File: src/rtl/ahb_bus_arbiter.sv
// AHB address-phase arbiter with burst-boundary tracking, bus locking and data-phase owner steering.
// Build option: define ARB_FIXED_PRIO_EN for fixed lowest-index priority instead of round-robin.
module ahb_bus_arbiter #(
  parameter int NUM_MASTERS = 2,
  localparam int MW = (NUM_MASTERS > 2) ? $clog2(NUM_MASTERS) : 1
) (
  input  logic                   hclk,
  input  logic                   hreset,
  input  logic [NUM_MASTERS-1:0] hbusreq,
  input  logic [NUM_MASTERS-1:0] hlock,
  input  logic [1:0]             htrans,
  input  logic [2:0]             hburst,
  input  logic                   hready,
  output logic [NUM_MASTERS-1:0] hgrant,
  output logic [MW-1:0]          hmaster,
  output logic [MW-1:0]          hmaster_d,
  output logic                   hmastlock
);

  localparam logic [1:0] TR_IDLE   = 2'b00;
  localparam logic [1:0] TR_BUSY   = 2'b01;
  localparam logic [1:0] TR_NONSEQ = 2'b10;
  localparam logic [1:0] TR_SEQ    = 2'b11;
  localparam logic [2:0] HB_INCR   = 3'b001;

  typedef enum logic [1:0] {
    IDLE_BUS,
    BURST,
    INCR_OPEN,
    LOCKED
  } state_t;

  state_t                   state_reg, state_next, bus_state;
  logic [3:0]               cnt_reg, cnt_next;
  logic [NUM_MASTERS-1:0]   grant_reg, grant_next, win_onehot;
  logic [MW-1:0]            master_reg, master_d_reg;
  logic                     mastlock_reg;
  logic [MW-1:0]            owner, winner, idx;
  logic                     owner_lock, owner_req, arb_point, found;

  // Beats remaining after the first one for each fixed burst type.
  function automatic logic [3:0] burst_last(input logic [2:0] b);
    case (b)
      3'b010, 3'b011: burst_last = 4'd3;
      3'b100, 3'b101: burst_last = 4'd7;
      3'b110, 3'b111: burst_last = 4'd15;
      default:        burst_last = 4'd0;
    endcase
  endfunction

  always_comb begin
    owner = '0;
    for (int i = 0; i < NUM_MASTERS; i++)
      if (grant_reg[i]) owner = MW'(i);
  end

  assign owner_lock = hlock[owner];
  assign owner_req  = hbusreq[owner];

  always_comb begin
    cnt_next = cnt_reg;
    if (hready) begin
      if (htrans == TR_NONSEQ)
        cnt_next = burst_last(hburst);
      else if (htrans == TR_SEQ && cnt_reg != 4'd0)
        cnt_next = cnt_reg - 4'd1;
    end
  end

  // Burst-tracking state ignoring lock; SINGLE and finished bursts fall back to IDLE_BUS.
  always_comb begin
    bus_state = state_reg;
    case (htrans)
      TR_IDLE: bus_state = IDLE_BUS;
      TR_BUSY: bus_state = state_reg;
      TR_NONSEQ: begin
        if (hburst == HB_INCR)     bus_state = INCR_OPEN;
        else if (cnt_next != 4'd0) bus_state = BURST;
        else                       bus_state = IDLE_BUS;
      end
      default: begin
        if (state_reg == INCR_OPEN) bus_state = INCR_OPEN;
        else if (cnt_next != 4'd0)  bus_state = BURST;
        else                        bus_state = IDLE_BUS;
      end
    endcase
  end

  always_comb begin
    state_next = state_reg;
    if (hready) begin
      if (owner_lock)               state_next = LOCKED;
      else if (state_reg == LOCKED) state_next = IDLE_BUS;
      else                          state_next = bus_state;
    end
  end

  assign arb_point = hready && (state_reg != LOCKED) && !owner_lock && (htrans != TR_BUSY) &&
                     ((htrans == TR_IDLE) ||
                      (htrans[1] && bus_state == IDLE_BUS) ||
                      (state_reg == INCR_OPEN && !owner_req));

  always_comb begin
    winner = owner;
    found  = 1'b0;
    idx    = '0;
`ifdef ARB_FIXED_PRIO_EN
    for (int i = 0; i < NUM_MASTERS; i++) begin
      idx = MW'(i);
      if (!found && hbusreq[idx]) begin
        winner = idx;
        found  = 1'b1;
      end
    end
`else
    // Search starts just past the owner and wraps back to it last.
    for (int k = 1; k <= NUM_MASTERS; k++) begin
      idx = MW'((int'(owner) + k) % NUM_MASTERS);
      if (!found && hbusreq[idx]) begin
        winner = idx;
        found  = 1'b1;
      end
    end
`endif
  end

  for (genvar gi = 0; gi < NUM_MASTERS; gi++) begin : g_onehot
    assign win_onehot[gi] = (winner == MW'(gi));
  end

  assign grant_next = arb_point ? win_onehot : grant_reg;

  always_ff @(posedge hclk or negedge hreset) begin
    if (!hreset) begin
      grant_reg    <= NUM_MASTERS'(1);
      master_reg   <= '0;
      master_d_reg <= '0;
      mastlock_reg <= 1'b0;
      cnt_reg      <= 4'd0;
      state_reg    <= IDLE_BUS;
    end else begin
      grant_reg <= grant_next;
      state_reg <= state_next;
      cnt_reg   <= cnt_next;
      if (hready) begin
        master_reg   <= owner;
        mastlock_reg <= owner_lock;
        master_d_reg <= master_reg;
      end
    end
  end

  assign hgrant    = grant_reg;
  assign hmaster   = master_reg;
  assign hmaster_d = master_d_reg;
  assign hmastlock = mastlock_reg;

endmodule

File: config.mk
export PLATFORM = sky130hd
export DESIGN_NAME = ahb_bus_arbiter
export DESIGN_NICKNAME = d
export VERILOG_FILES = /design/src/rtl/ahb_bus_arbiter.sv
export SDC_FILE = /design/constraint.sdc
export NUM_CORES = 1
export LEC_CHECK = 0
export CELL_PAD_IN_SITES_DETAIL_PLACEMENT = 1
export CELL_PAD_IN_SITES_GLOBAL_PLACEMENT = 2
export CORE_AREA = 2 2 57 59
export DETAILED_ROUTE_END_ITERATION = 8
export DIE_AREA = 0 0 59 61
export PLACE_DENSITY = 0.69
export RECOVER_POWER = 100
export SYNTH_ARGS = -nofsm -noshare
export SYNTH_HDL_FRONTEND = slang
export SYNTH_SLANG_ARGS = --single-unit
File: constraint.sdc
create_clock -name hclk -period 2.41 [get_ports hclk]
set_input_delay 0.482 -clock hclk [delete_from_list [all_inputs] [get_ports hclk]]
set_output_delay 0.482 -clock hclk [all_outputs]
set_load 0.02 [all_outputs]
==> metrics.txt <==
Mapped Area=817 µm²; Crit path buffers/inverters=2; largest area contributor in the netlist=dfrtp_1; endpoint type of the worst setup path=flip-flop; TritonCTS clock tree=yes; Setup crit start kind=input port; n_diodes=0; R2R setup slack=240 ps; num ports=17; CTS Hold Bufs=0; r2r worst-path depth=8; Slowest-stage cell, CP=dlygate4sd3_1; max-slew violations=0; max reg flops=4; max_cap viols=0; yosys warns=0; Top FF cell, synth=dfrtp_1; largest net degree at the start of global routing=12; hold endpoint=hmaster_d; num rows=20; total grt overflow=0; crit path DAT=2410 ps; placed inst area=1030 µm²; post-placement setup slack=32.8 ps; clk sinks=11; Crit path required time=2610 ps; initial antenna violation count=0; Worst R2R End=hgrant[0]; worst hold path type=flip-flop to flip-flop; CTS clk-pin slew, worst paths=70 ps; final wirelength=2130 µm; setup ws final=195 ps; cts bufs inserted=3; Worst Path Max Fanout=10; Initial DRC Count=11; via density per instance=5.34; post-DR wirelength/cell=14.1 µm; number of synthesized flops with an enable pin=0; Total GRT Usage=13.2%; Die Wd=59 µm; PortBufs=16; H-Tree Depth=1; largest cells by area after synthesis=dfrtp_1, o21ai_0, nand2_1; Slew Limit Headroom=67.2%; worst reg2reg path startpoint=cnt_reg[1]; number of cells upsized or downsized after cts=0; Final TNS setup=0 ps; fmax=452 MHz; Final min period=2210 ps; Synth top area share=30.6%; Final period util=91.9%; register area share after synthesis=33.8%; worst-skew pair later-pin latency=270 ps; FF+latch count, synth=11; run status=complete, no violations; clock root buffer=clkbuf_4; via count=806; Fin Hold WS=520 ps; CORE AREA=2950 µm²; worst hold start=hmaster_d; nets=132; DP Wirelength=1760 µm; share of cells above drive strength 1=15.3%; number of setup buffers added after CTS=0; Setup CP Type=input port to flip-flop; Pre-antenna DRT Iters=4; final setup violation count=0; synth-to-layout area growth=28.0%; DRT antenna net count=0; Yosys cell types=38; fin area=1050 µm²; worst vdd ir=207 µV; Longest Clk Path Bufs=2; power density over the cells=911 nW/µm²; Post-Syn Nets=108; Synth Instances=95; Filler cells=370; leakage=0.424 nW; CP peak stage delay=580 ps; Avg Cell Area, Syn=8.60 µm²; Final Hold Viols=0; worst-margin pin slew=491 ps; die area=3600 µm²; RSZ-0062 raised after global routing=no; Largest delay share family, worst path=buffers and inverters; Async SR Flop Fraction=100%; first-pass GRT wire length=3550 µm; Die Y=61 µm; hold path depth=1; Residual DRC=0; starting density of the core=27.7%; number of global-route vias before repair=776; commonest cells in the netlist=dfrtp_1, nand2_1, o21ai_0; RePlAce Congestion=0.809; CP Cell Sequence=dlygate4sd3_1 > clkbuf_1 > nand2_1 > o221a_2 > nand4b_2 > a31oi_1 > mux2_1; Fin Clk Skew=1.90 ps
routing by layer:
metal | part of all wire [%] | vias to the layer above | wire length (µm) | global-route usage (%)
li1 | - | 393 | - | -
met1 | 46 | 396 | 969 | 16.6
met2 | 51 | 15 | 1080 | 22.4
met3 | 2.7 | 2 | 57 | 1.49
met4 | 1.0 | 0 | 22 | 6.82
met5 | 0 | - | 0 | 0
final cells by class:
cell class,instances,area [µm²],share of cell area (%)
repair buffers,24,213,20.3
flip-flops and latches,11,277,26.4
inverters,6,22.5,2.15
well taps,33,41.3,3.95
clock buffers,4,26.3,2.51
multi-input cells,73,467,44.6
layout by cell type, fill, tap and decap left out, drive strengths merged, types with 4 or more instances in the layout:
master / instances
a21oi: 5
o21ai: 11
nor2: 7
dlygate4sd3: 8
dfrtp: 10
buf: 6
clkdlybuf4s50: 8
nand2: 10
nand3: 4
inv: 6
nor2b: 5
clkbuf: 6
worst max-delay path by stage:
| stage | end | depth (start not counted) | slack, ps | start |
|---|---|---|---|---|
| 2_1_floorplan | hgrant[0] | 9 | 500 | cnt_reg[0] |
| 3_3_place_gp | hgrant[0] | 7 | 80 | htrans[0] |
| 3_5_place_dp | hgrant[0] | 7 | 30 | htrans[0] |
| 4_1_cts | hgrant[0] | 8 | 250 | cnt_reg[1] |
| 5_1_grt | hgrant[0] | 7 | 20 | hready |
| 6_report | hgrant[0] | 7 | 200 | hready |
through the flow:
step | power [mW] | utilization (%) | instances
final | 0.953 | 35.4 | 151
after global routing | 1.04 | 35.4 | 151
after CTS | 0.989 | 35.7 | 151
after detailed placement | 0.858 | 34.8 | 147
after global placement | 0.845 | 34.8 | 147
after floorplan | 0.686 | - | 95
power breakdown:
part / leakage (nW) / total, mW / switching [mW] / internal [mW]
Sequential: 0.121 / 0.367 / 0.101 / 0.266
Clock: 0.0150 / 0.127 / 0.0628 / 0.0641
Combinational: 0.288 / 0.459 / 0.234 / 0.225
Total: 0.424 / 0.953 / 0.398 / 0.555
cell families after synthesis:
group / count (synthesis) / share of synthesized area (%)
AO/OA/AOI/OAI: 29 / 23.7
adder cells (fa/ha/maj): 1 / 1.53
buffers and inverters: 11 / 9.03
flip-flops: 11 / 33.8
multiplexers: 5 / 6.58
AND/OR/NAND/NOR: 38 / 25.3
(Power assumes the default switching activity.)
